**config.mk**
```make
export PLATFORM = sky130hd
export DESIGN_NAME = instr_decode_buf_flat
export DESIGN_NICKNAME = d
export VERILOG_FILES = /design/src/rtl/instr_decode_buf_pkg.sv /design/src/rtl/instr_decode_buf_if.sv /design/src/rtl/instr_decode_buf_fifo.sv /design/src/rtl/instr_decode_buf.sv /design/src/flat_wrapper.sv
export SDC_FILE = /design/constraint.sdc
export NUM_CORES = 1
export LEC_CHECK = 0
export ABC_AREA = 1
export BUFFER_PORTS_ARGS = -buffer_cell sky130_fd_sc_hd__buf_2
export CAP_MARGIN = 10
export CORE_MARGIN = 8
export CORE_UTILIZATION = 64
export CTS_CLUSTER_SIZE = 16
export DETAILED_ROUTE_END_ITERATION = 8
export PLACE_DENSITY = 0.94
export SLEW_MARGIN = 20
export SYNTH_ARGS = -nofsm -noshare
export SYNTH_HDL_FRONTEND = slang
export SYNTH_SLANG_ARGS = --single-unit
```
**constraint.sdc**
```tcl
create_clock -name clk -period 7.4 [get_ports clk]
set_clock_uncertainty 0.15 [all_clocks]
set_input_delay 0.37 -clock clk [delete_from_list [all_inputs] [get_ports clk]]
set_output_delay 0.37 -clock clk [all_outputs]
set_load 0.01 [all_outputs]
```
**src/rtl/instr_decode_buf_pkg.sv**
```systemverilog
// decoder_pkg: shared field layout for the instruction decode buffer.
//   DEF_* localparams   default widths; instr_decode_buf takes its defaults from these
//   *_LSB / IMM_WIDTH   bit offsets of each field in the default instruction word
//   dec_fields_t        instruction word viewed as fields (MSB-first, so a
//                       plain cast of a word lines up with the bit layout)
//   sign_ext()          sign-extends the low 'width' bits of a value to SX_W bits
package decoder_pkg;

    localparam int DEF_BUS_WIDTH    = 33;
    localparam int DEF_OPCODE_WIDTH = 5;
    localparam int DEF_ADDR_WIDTH   = 5;

    localparam int RD_LSB    = DEF_OPCODE_WIDTH;
    localparam int RS_LSB    = RD_LSB + DEF_ADDR_WIDTH;
    localparam int SEL_BIT   = RS_LSB + DEF_ADDR_WIDTH;
    localparam int IMM_LSB   = SEL_BIT + 1;
    localparam int IMM_WIDTH = DEF_BUS_WIDTH - IMM_LSB;

    // Working width of sign_ext(); callers cast the result down to their bus.
    localparam int SX_W = 64;

    typedef struct packed {
        logic [IMM_WIDTH-1:0]        imm;
        logic                        sel;
        logic [DEF_ADDR_WIDTH-1:0]   rs;
        logic [DEF_ADDR_WIDTH-1:0]   rd;
        logic [DEF_OPCODE_WIDTH-1:0] opcode;
    } dec_fields_t;

    function automatic logic [SX_W-1:0] sign_ext(input logic [SX_W-1:0] raw,
                                                 input int              width);
        logic [SX_W-1:0] res;
        for (int i = 0; i < SX_W; i++) begin
            res[i] = (i < width) ? raw[i] : raw[width-1];
        end
        return res;
    endfunction

endpackage

```
**src/rtl/instr_decode_buf_if.sv**
```systemverilog
// instr_decode_buf_if: fetch-side, execute-side and retire signals of the decoder.
//   fetch:   instr_valid, instr, instr_ready, flush
//   issue:   dec_valid, dec_ready, opcode, rd_addr, rs_addr, rs_addr_sel,
//            rs_addr_valid, imme_value
//   retire:  op_done_valid, op_done_addr, err_done
// Modports: master = fetch/execute environment, slave = the decoder.
interface instr_decode_buf_if
    import decoder_pkg::*;
#(
    parameter int BUS_WIDTH    = DEF_BUS_WIDTH,
    parameter int OPCODE_WIDTH = DEF_OPCODE_WIDTH,
    parameter int ADDR_WIDTH   = DEF_ADDR_WIDTH
) ();
    logic                    instr_valid;
    logic [BUS_WIDTH-1:0]    instr;
    logic                    instr_ready;
    logic                    flush;
    logic                    dec_valid;
    logic                    dec_ready;
    logic [OPCODE_WIDTH-1:0] opcode;
    logic [ADDR_WIDTH-1:0]   rd_addr;
    logic [ADDR_WIDTH-1:0]   rs_addr;
    logic                    rs_addr_sel;
    logic                    rs_addr_valid;
    logic [BUS_WIDTH-1:0]    imme_value;
    logic                    op_done_valid;
    logic [ADDR_WIDTH-1:0]   op_done_addr;
    logic                    err_done;

    modport master (
        output instr_valid, instr, flush, dec_ready, op_done_valid, op_done_addr,
        input  instr_ready, dec_valid, opcode, rd_addr, rs_addr, rs_addr_sel,
               rs_addr_valid, imme_value, err_done
    );

    modport slave (
        input  instr_valid, instr, flush, dec_ready, op_done_valid, op_done_addr,
        output instr_ready, dec_valid, opcode, rd_addr, rs_addr, rs_addr_sel,
               rs_addr_valid, imme_value, err_done
    );
endinterface

```
**src/rtl/instr_decode_buf_fifo.sv**
```systemverilog
// instr_fifo: synchronous FIFO with occupancy counter.
//   push/pop   requests; qualified internally by !full / !empty
//   flush      empties the FIFO on the next edge, overriding push and pop
//   din/head   write data / current head word (storage resets to 0)
//   full/empty occupancy flags
module instr_fifo #(
    parameter int WIDTH = 33,
    parameter int DEPTH = 4
) (
    input  logic             clk,
    input  logic             rst_n,
    input  logic             push,
    input  logic             pop,
    input  logic             flush,
    input  logic [WIDTH-1:0] din,
    output logic [WIDTH-1:0] head,
    output logic             full,
    output logic             empty
);
    localparam int PTR_W = $clog2(DEPTH);
    localparam int CNT_W = $clog2(DEPTH + 1);

    logic [WIDTH-1:0] mem [DEPTH];
    logic [PTR_W-1:0] wr_ptr;
    logic [PTR_W-1:0] rd_ptr;
    logic [CNT_W-1:0] count;
    logic             do_push;
    logic             do_pop;

    assign full    = (count == CNT_W'(DEPTH));
    assign empty   = (count == '0);
    assign do_push = push && !full;
    assign do_pop  = pop && !empty;
    assign head    = mem[rd_ptr];

    // Pointers wrap naturally because DEPTH is a power of two.
    always_ff @(posedge clk or negedge rst_n) begin
        if (!rst_n) begin
            wr_ptr <= '0;
            rd_ptr <= '0;
            count  <= '0;
            for (int i = 0; i < DEPTH; i++) mem[i] <= '0;
        end else if (flush) begin
            wr_ptr <= '0;
            rd_ptr <= '0;
            count  <= '0;
        end else begin
            if (do_push) begin
                mem[wr_ptr] <= din;
                wr_ptr      <= wr_ptr + PTR_W'(1);
            end
            if (do_pop) rd_ptr <= rd_ptr + PTR_W'(1);
            case ({do_push, do_pop})
                2'b10:   count <= count + CNT_W'(1);
                2'b01:   count <= count - CNT_W'(1);
                default: count <= count;
            endcase
        end
    end
endmodule

```
**src/rtl/instr_decode_buf.sv**
```systemverilog
// instr_decode_buf: buffered instruction decoder with register scoreboard.
//   clk, rst_n  clock and asynchronous active-low reset
//   bus         instr_decode_buf_if.slave: fetch handshake in, decoded issue
//               handshake out, retire notifications in, sticky err_done out
// The head of the FIFO is decoded combinationally. Issue is held back while the
// head's rd (WAW) or register rs (RAW) is busy, or MAX_OUTSTANDING ops are in flight.
module instr_decode_buf
    import decoder_pkg::*;
#(
    parameter int BUS_WIDTH       = DEF_BUS_WIDTH,
    parameter int OPCODE_WIDTH    = DEF_OPCODE_WIDTH,
    parameter int ADDR_WIDTH      = DEF_ADDR_WIDTH,
    parameter int DEPTH           = 4,
    parameter int MAX_OUTSTANDING = 2
) (
    input logic               clk,
    input logic               rst_n,
    instr_decode_buf_if.slave bus
);
    localparam int F_RD_LSB  = OPCODE_WIDTH;
    localparam int F_RS_LSB  = F_RD_LSB + ADDR_WIDTH;
    localparam int F_SEL     = F_RS_LSB + ADDR_WIDTH;
    localparam int F_IMM_LSB = F_SEL + 1;
    localparam int F_IMM_W   = BUS_WIDTH - F_IMM_LSB;
    localparam int CNT_W     = $clog2(MAX_OUTSTANDING + 1);
    localparam int NREG      = 2 ** ADDR_WIDTH;

    logic [BUS_WIDTH-1:0]    head;
    logic                    fifo_full;
    logic                    fifo_empty;
    logic [OPCODE_WIDTH-1:0] opcode;
    logic [ADDR_WIDTH-1:0]   rd;
    logic [ADDR_WIDTH-1:0]   rs;
    logic                    sel;
    logic [F_IMM_W-1:0]      imm_raw;
    logic                    can_issue;
    logic                    issue;
    logic                    retire_bad;
    logic                    retire_ok;
    logic [NREG-1:0]         busy;
    logic [NREG-1:0]         busy_nxt;
    logic [CNT_W-1:0]        count_out;
    logic [CNT_W-1:0]        count_nxt;
    logic                    err_done;

    instr_fifo #(.WIDTH(BUS_WIDTH), .DEPTH(DEPTH)) u_fifo (
        .clk   (clk),
        .rst_n (rst_n),
        .push  (bus.instr_valid),
        .pop   (issue),
        .flush (bus.flush),
        .din   (bus.instr),
        .head  (head),
        .full  (fifo_full),
        .empty (fifo_empty)
    );

    assign opcode  = head[OPCODE_WIDTH-1:0];
    assign rd      = head[F_RS_LSB-1:F_RD_LSB];
    assign rs      = head[F_SEL-1:F_RS_LSB];
    assign sel     = head[F_SEL];
    assign imm_raw = head[BUS_WIDTH-1:F_IMM_LSB];

    // rs only matters as a hazard when it names a register (sel == 0).
    assign can_issue = !fifo_empty
                       && (count_out < CNT_W'(MAX_OUTSTANDING))
                       && !busy[rd]
                       && !(!sel && busy[rs]);
    assign issue     = can_issue && bus.dec_ready;

    // A retire with nothing outstanding, or naming a non-busy register, is a
    // protocol error and must not disturb the count or scoreboard.
    assign retire_bad = bus.op_done_valid
                        && ((count_out == '0)
                            || ((bus.op_done_addr != '0) && !busy[bus.op_done_addr]));
    assign retire_ok  = bus.op_done_valid && !retire_bad;

    always_comb begin
        count_nxt = count_out;
        busy_nxt  = busy;
        case ({issue, retire_ok})
            2'b10:   count_nxt = count_out + CNT_W'(1);
            2'b01:   count_nxt = count_out - CNT_W'(1);
            default: count_nxt = count_out;
        endcase
        // Clear before set so a same-cycle issue to the retiring rd stays busy.
        if (retire_ok) busy_nxt[bus.op_done_addr] = 1'b0;
        if (issue && (rd != '0)) busy_nxt[rd] = 1'b1;
    end

    always_ff @(posedge clk or negedge rst_n) begin
        if (!rst_n) begin
            count_out <= '0;
            busy      <= '0;
            err_done  <= 1'b0;
        end else begin
            count_out <= count_nxt;
            busy      <= busy_nxt;
            err_done  <= err_done | retire_bad;
        end
    end

    assign bus.instr_ready   = !fifo_full;
    assign bus.dec_valid     = can_issue;
    assign bus.opcode        = opcode;
    assign bus.rd_addr       = rd;
    assign bus.rs_addr       = rs;
    assign bus.rs_addr_sel   = sel;
    assign bus.rs_addr_valid = !sel;
    assign bus.imme_value    = BUS_WIDTH'(sign_ext(SX_W'(imm_raw), F_IMM_W));
    assign bus.err_done      = err_done;
endmodule

```
**src/flat_wrapper.sv**
```systemverilog
// flat-port wrapper written by rule: the top's interface ports become plain ports
module instr_decode_buf_flat import decoder_pkg::*;
#(
    parameter int BUS_WIDTH       = DEF_BUS_WIDTH,
    parameter int OPCODE_WIDTH    = DEF_OPCODE_WIDTH,
    parameter int ADDR_WIDTH      = DEF_ADDR_WIDTH,
    parameter int DEPTH           = 4,
    parameter int MAX_OUTSTANDING = 2
)
  (clk, rst_n, bus_instr_valid, bus_instr, bus_flush, bus_dec_ready, bus_op_done_valid, bus_op_done_addr, bus_instr_ready, bus_dec_valid, bus_opcode, bus_rd_addr, bus_rs_addr, bus_rs_addr_sel, bus_rs_addr_valid, bus_imme_value, bus_err_done);
  instr_decode_buf_if #(.BUS_WIDTH(BUS_WIDTH), .OPCODE_WIDTH(OPCODE_WIDTH), .ADDR_WIDTH(ADDR_WIDTH)) bus_i ();
  input logic clk;
  input logic rst_n;
  input wire logic [$bits(bus_i.instr_valid)-1:0] bus_instr_valid;
  input wire logic [$bits(bus_i.instr)-1:0] bus_instr;
  input wire logic [$bits(bus_i.flush)-1:0] bus_flush;
  input wire logic [$bits(bus_i.dec_ready)-1:0] bus_dec_ready;
  input wire logic [$bits(bus_i.op_done_valid)-1:0] bus_op_done_valid;
  input wire logic [$bits(bus_i.op_done_addr)-1:0] bus_op_done_addr;
  output wire logic [$bits(bus_i.instr_ready)-1:0] bus_instr_ready;
  output wire logic [$bits(bus_i.dec_valid)-1:0] bus_dec_valid;
  output wire logic [$bits(bus_i.opcode)-1:0] bus_opcode;
  output wire logic [$bits(bus_i.rd_addr)-1:0] bus_rd_addr;
  output wire logic [$bits(bus_i.rs_addr)-1:0] bus_rs_addr;
  output wire logic [$bits(bus_i.rs_addr_sel)-1:0] bus_rs_addr_sel;
  output wire logic [$bits(bus_i.rs_addr_valid)-1:0] bus_rs_addr_valid;
  output wire logic [$bits(bus_i.imme_value)-1:0] bus_imme_value;
  output wire logic [$bits(bus_i.err_done)-1:0] bus_err_done;
  assign bus_i.instr_valid = bus_instr_valid;
  assign bus_i.instr = bus_instr;
  assign bus_i.flush = bus_flush;
  assign bus_i.dec_ready = bus_dec_ready;
  assign bus_i.op_done_valid = bus_op_done_valid;
  assign bus_i.op_done_addr = bus_op_done_addr;
  assign bus_instr_ready = bus_i.instr_ready;
  assign bus_dec_valid = bus_i.dec_valid;
  assign bus_opcode = bus_i.opcode;
  assign bus_rd_addr = bus_i.rd_addr;
  assign bus_rs_addr = bus_i.rs_addr;
  assign bus_rs_addr_sel = bus_i.rs_addr_sel;
  assign bus_rs_addr_valid = bus_i.rs_addr_valid;
  assign bus_imme_value = bus_i.imme_value;
  assign bus_err_done = bus_i.err_done;
  instr_decode_buf #(.BUS_WIDTH(BUS_WIDTH), .OPCODE_WIDTH(OPCODE_WIDTH), .ADDR_WIDTH(ADDR_WIDTH), .DEPTH(DEPTH), .MAX_OUTSTANDING(MAX_OUTSTANDING)) u_core (.clk(clk), .rst_n(rst_n), .bus(bus_i));
endmodule
```
==> flow_summary.toml, run 1 <==
[critical_path]
worstPathRequired_ns = 7.58
r2r_end = "u_core.busy[10]"
rrSetupSlack_ns = 3.12
crit_path_start_kind = "flip-flop"
worst-setup-path-type = "flip-flop to flip-flop"
max_stage_delay_ns = 0.53
reg2regPathDepth = 17
r2r-start = "u_core.u_fifo.rd_ptr[0]"
endpoint = "u_core.busy[10]"
cp_max_fo = 68
cpMaxStageDelayCell = "buf_4"
endpoint_kind = "flip-flop"
arrival_ns = 4.47
cp_cell_sequence = "buf_4 > inv_2 > nand2_1 > nand3_2 > nand2_2 > inv_2 > nand2_1 > nand2_1 > nand2_1 > a21oi_1 > nor2_1 > nand2_1 > nor2_4 > nand3_4 > inv_2 > nand2_2 > o21ai_2"
cpMostUsedCell = "nand2_1"
critPathLaunch = "u_core.u_fifo.rd_ptr[0]"

[cells_and_area]
final_area_mm2 = 0.0101
drive_above_1_share_pct = 16.6
layout.nets = 1254
layoutNonFillerInstCount = 1397
antenna_cells = 0
synthToLayoutAreaGrowth_pct = 11.5

[logic_synthesis]
synth_area_leaders = "dfrtp_1 (48%), nand2_1 (15%), o21ai_0 (12%)"
ys_seq_area_share_pct = 48.1
synthFlopType = "dfrtp_1"
post_synth.cell_area_avg_um2 = 7.77
async_flop_share_pct = 100
synthDistinctLibCells = 38
synth_edf_count = 0
synthMostInstantiatedCell = "nand2_1"
postSynthCellCount = 1164
synthTopCellsByCount = "nand2_1 (364), o21ai_0 (216), dfrtp_1 (174)"
yosysTopAreaCellShare_pct = 48.1
synth-warning-count = 0
syn_nets = 1214
yosys_register_bits = 174
netlist_area_mm2 = 0.00905
synth.largest_area_cell = "dfrtp_1"

[global_routing]
antenna_found_initial = 0
grt_max_degree = 112
gr-total-overflow = 0
grt_pass1_wl_um = 41100
grt_pass1_vias = 8229
grt_usage_pct = 28.0

[placement]
io_buffers = 96
pre_cts_slack_ns = 3.38
hpwlAfterDp_um = 15000
placed_area_mm2 = 0.00939
placedCellCount = 1364
finalWeightedCongestion = 0.976

[sta]
period_share_pct = 57.9
rsz0062_at_grt = "no"
clock.fmax_mhz = 233
finalSetupTns_ns = 0
period_needed_ns = 4.28
max_slew_margin_pct = 34.7
setup_viol = 0
slew_viol_final = 0
layout_setup_ws_ns = 3.12
tightestPinTransition_ns = 0.980
hold_violations = 0

[worst_hold_path]
hold_class = "primary input to flip-flop"

[clocking]
h-tree-depth = 4
ctsResizeCount = 0
clockBufferDepth = 2
ctsRootBufferMaster = "clkbuf_16"
numCtsBuffers = 17
cts_setup_buffers = 0
path_clk_slew_ns = 0.07
clk-insertion-delay-late_ns = 0.44
clock_sinks = 174
cts_tree = "done"

[drt]
drcViolationCount = 0
vias = 8659
first_iter_violations = 1317
ant_nets = 0
via_per_inst = 6.20
firstDrtPassIters = 7
wl_per_cell_um = 18.0
drt_wl_total_um = 25200

[job]
cap_violations = 0

[power_and_ir_drop]
p_leak_nw = 4.94
power.density_mw_per_mm2 = 451
peakVddDrop_uv = 284
p_total_w = 0.00455

[run_status]
status = "finished, final reports clean"

[floorplanning]
die_x_um = 135
io_pins = 97
die_h_um = 135
dieArea_mm2 = 0.0182
rows = 43
initial_core_util_pct = 65.4
core-area_mm2 = 0.0138
==> worst min-delay path by stage <==
| stage | start | end | slack, ns | cells past startpoint |
|---|---|---|---|---|
| 3_3_place_gp | u_core.bus.err_done | u_core.bus.err_done | 0.29 | 1 |
| 5_1_grt | bus_op_done_valid | u_core.bus.err_done | 0.05 | 2 |
| 3_5_place_dp | u_core.bus.err_done | u_core.bus.err_done | 0.29 | 1 |
| 4_1_cts | bus_op_done_valid | u_core.bus.err_done | 0.03 | 2 |
| 6_report | bus_op_done_valid | u_core.bus.err_done | 0.04 | 2 |
| 2_1_floorplan | rst_n | u_core.bus.err_done | -0.08 | 0 |
==> sequential cells by signal (all words and copies together) (netlist names) <==
signal / cells
u_core.u_fifo.count: 3
u_core.count_out: 2
u_core.u_fifo.rd_ptr: 2
u_core.u_fifo.wr_ptr: 2
u_core.busy: 32
u_core.bus.err_done: 1
u_core.u_fifo.mem: 132
==> cells in the final DEF, fill, tap and decap left out, types with 17 or more instances in the layout <==
master	Yosys	routed
o21ai_2	30	30
buf_2	10	95
inv_1	57	57
nor2_1	69	69
o21ai_0	216	216
nand2_1	364	360
o22ai_1	22	22
nand3_1	64	63
dfrtp_1	174	173
clkbuf_16	0	17
==> worst max-delay path, delay by kind of cell, from the launching register on <==
kind	cells	cell delay, ns
simple gates	11	1.97
buf+inv	4	1.17
compound gates	2	0.46
flops	1	0.34
==> cell families after synthesis <==
| family | share of synthesized area, % |
|---|---|
| and+or+nand+nor | 24.4 |
| buffers and inverters | 7.61 |
| adders and majority gates | 0.913 |
| xor gates and xnor gates | 0.290 |
| DFF | 48.1 |
| AOI/OAI and AO/OA | 18.7 |
==> what timing repair did <==
item	4_1_cts	5_1_grt
endpoints found under the hold margin	110	0
endpoints found under the setup margin	0	0
hold buffers	1	0
==> metal layers <==
layer	vias up	share of wire, %	GRT usage, %
met3	93	9.2	5.61
met5	-	0	0
li1	3889	-	-
met2	565	49	45.4
met4	0	3.4	13.0
met1	4112	39	35.5
==> area by class of cell <==
class                           count  area [µm²]
Timing Repair Buffer              103         542
Sequential cell                   174        4360
Clock inverter                     14         224
Multi-Input combinational cell    839        4040
Inverter                           69         259
Tap cell                          180         225
Clock buffer                       18         439
Fill cell                         968        3740
==> report_power, final <==
part | switching, W | internal, W
clock network | 0.000414 | 0.000588
logic | 0.00134 | 0.000630
registers | 0.000263 | 0.00132
total | 0.00201 | 0.00254
==> per-stage QoR <==
| stage | hold slack (ns) | utilization, % |
|---|---|---|
| final | 0.0437 | 72.9 |
| after global placement | 0.287 | 67.9 |
| after detailed placement | 0.294 | 67.9 |
| after CTS | 0.0318 | 72.8 |
| after global routing | 0.0491 | 72.9 |
| after floorplan | -0.0756 | - |
Power figures use the tool's default switching activity.
==> run 2: changes to the inputs <==
Settings changed: ABC_AREA 1 to 0, CORE_UTILIZATION 64 to 59, PLACE_DENSITY 0.94 to 0.88.
Clock period 7.4 ns to 4 ns, I/O delays scaled along.
==> run 2 against run 1 <==
  * Clock-buffer cell count stayed put
  * Fmax rose by 13%
  * Via count down 32%
  * Critical path type unchanged
  * Largest cell class unchanged
==> flow_summary.toml, run 2 <==
[logic_synthesis]
postSynthCellCount = 618
synth-warning-count = 0
async_flop_share_pct = 100
post_synth.cell_area_avg_um2 = 14.0
synth.largest_area_cell = "dfrtp_1"
synthFlopType = "dfrtp_1"
synthTopCellsByCount = "dfrtp_1 (174), mux2_2 (138), o21ai_0 (55)"
synth_area_leaders = "dfrtp_1 (50%), mux2_2 (18%), mux4_2 (9.9%)"
synth_edf_count = 0
ys_seq_area_share_pct = 50.4
yosysTopAreaCellShare_pct = 50.4
synthMostInstantiatedCell = "dfrtp_1"
yosys_register_bits = 174
syn_nets = 668
synthDistinctLibCells = 52
netlist_area_mm2 = 0.00864

[cells_and_area]
largest_reg_flops = 132
final_common_cell = "dfrtp_1"
largest_registers = "u_core.u_fifo.mem x132, u_core.busy x32, u_core.u_fifo.count x3"
synthToLayoutAreaGrowth_pct = 17.2
drive_above_1_share_pct = 44.3
fin_util_pct = 70.2
layout.nets = 785
final_cell_mix = "dfrtp_1 (173), mux2_2 (138), buf_2 (95)"
antenna_cells = 0
top_register = "u_core.u_fifo.mem"

[critical_path]
worst-setup-path-type = "flip-flop to flip-flop"
arrival_ns = 3.95
max_stage_delay_ns = 0.64
cpMaxStageDelayCell = "mux4_1"
path_buf_inv = 2
cp_max_fo = 22
cpMostUsedCell = "a21oi_1"
crit_path_start_kind = "flip-flop"
cp_cell_sequence = "buf_12 > mux4_1 > and2b_2 > a311o_1 > a31oi_1 > o2111ai_2 > nor3_4 > inv_1 > a21oi_1 > fa_1 > a21oi_1 > mux2i_1 > mux2_2"
endpoint_kind = "flip-flop"
worst_path_dominant_cell_family = "multiplexers"
worstPathRequired_ns = 4.16

[clocking]
ctsRootBufferMaster = "clkbuf_16"
cts_tree = "done"
clockBufferDepth = 2
path_clk_slew_ns = 0.07
clk-insertion-delay-late_ns = 0.43
clock_sinks = 174
h-tree-depth = 4
numCtsBuffers = 17

[global_routing]
grt_usage_pct = 24.4
grt_max_degree = 108
antenna_found_initial = 0
grt_pass1_wl_um = 34700
grt_pass1_vias = 6278
gr-total-overflow = 0

[placement]
finalWeightedCongestion = 0.907
io_buffers = 96
hpwlAfterDp_um = 14200

[sta]
hold_violations = 0
period_share_pct = 94.7
rsz0062_at_grt = "no"
setup_viol = 0
max_slew_margin_pct = 35.9
slew_viol_final = 0
fin_hold_ws_ns = 0.121
finalSetupTns_ns = 0
period_needed_ns = 3.79
tightestPinTransition_ns = 0.961
clock.fmax_mhz = 264

[drt]
via_per_inst = 6.35
vias = 5910
firstDrtPassIters = 5
drt_wl_total_um = 22300
ant_nets = 0
drcViolationCount = 0
first_iter_violations = 577
wl_per_cell_um = 23.9

[power_and_ir_drop]
power.density_mw_per_mm2 = 804
peakVddDrop_uv = 612
p_leak_nw = 4.50

[floorplanning]
die_h_um = 137
initial_core_util_pct = 59.9
rows = 44
core-area_mm2 = 0.0144
die_x_um = 137
io_pins = 97
dieArea_mm2 = 0.0188

[run_status]
status = "finished, final reports clean"

[job]
cap_violations = 0

[worst_hold_path]
hold_class = "primary input to flip-flop"
run 2: cell count changes after synthesis, sizes merged, moves of 6 or more:
cell    previous run  this run
inv               69        10
a22oi             14         2
nor2              72        17
o22ai             22         0
mux2i              0        29
nor3               9         3
clkbuf            48        11
nand2            371        19
mux2               0       138
nor2b              0         7
o21ai            246        62
nand3b             0         9
nand3             69         5
mux4               0        45
run 2: final cells by class:
| cell class | instances | area [µm²] |
|---|---|---|
| clock buffer | 18 | 439 |
| clock inverter | 13 | 134 |
| fill | 899 | 4300 |
| inverter | 10 | 37.5 |
| multi-input combinational | 385 | 3930 |
| sequential | 174 | 4360 |
| tap | 184 | 230 |
| timing repair buffer | 147 | 1000 |
run 2: final timing paths:
check	startpoint	endpoint	slack, ns	cells after the start
max	u_core.u_fifo.rd_ptr[0]	u_core.u_fifo.count[2]	0.21	13
min	bus_instr_valid	u_core.u_fifo.wr_ptr[0]	0.12	4
max reg2reg	u_core.u_fifo.rd_ptr[0]	u_core.u_fifo.count[2]	0.21	13
min reg2reg	u_core.bus.err_done	u_core.bus.err_done	0.32	1
max in group asynchronous	rst_n	u_core.u_fifo.count[2]	2.53	3
min in group asynchronous	rst_n	u_core.busy[28]	0.30	2
run 2: worst register-to-register path: cells and delay by family (launching register included):
| kind | cells | cell delay [ns] |
|---|---|---|
| AO/OA/AOI/OAI | 5 | 0.92 |
| flip-flops | 1 | 0.49 |
| buffers and inverters | 2 | 0.33 |
| AND/OR/NAND/NOR | 2 | 0.43 |
| adder cells (fa/ha/maj) | 1 | 0.20 |
| multiplexers | 3 | 1.15 |
run 2: through the flow:
step | instance area [µm²] | setup WS [ns] | power [W] | instances
5_1_grt | 10100 | 0.0271 | 0.00854 | 931
4_1_cts | 10100 | 0.122 | 0.00812 | 931
3_3_place_gp | 9190 | 0.203 | 0.00623 | 863
2_1_floorplan | 8640 | 0.344 | 0.00547 | 618
6_report | 10100 | 0.212 | 0.00814 | 931
3_5_place_dp | 9190 | 0.134 | 0.00645 | 863
run 2: routing by layer:
metal / track usage [%] / up-vias / routed length, µm
met4: 9.78 / 0 / 593
met2: 41.7 / 265 / 11700
met5: 0 / - / 0
met1: 29.7 / 3055 / 8600
met3: 5.14 / 58 / 1390
li1: - / 2532 / -
run 2: repair_timing:
action	CTS	global route
hold buffers	37	0
hold endpoints to repair	243	0
endpoints found under the setup margin	0	1
gates resized for setup	0	1
setup buffers	0	0
run 2: logic make-up after synthesis:
logic type / Yosys count / synth area share, %
adders and majority gates: 6 / 0.956
AOI/OAI and AO/OA: 85 / 5.74
muxes: 212 / 33.4
DFF: 174 / 50.4
xor gates and xnor gates: 7 / 0.710
buffers and inverters: 59 / 4.06
and+or+nand+nor: 75 / 4.77
run 2: power breakdown:
part           switching (W)  internal [W]  total, W
clock network       0.000728      0.000885   0.00161
logic                0.00169       0.00178   0.00346
registers           0.000542       0.00252   0.00306
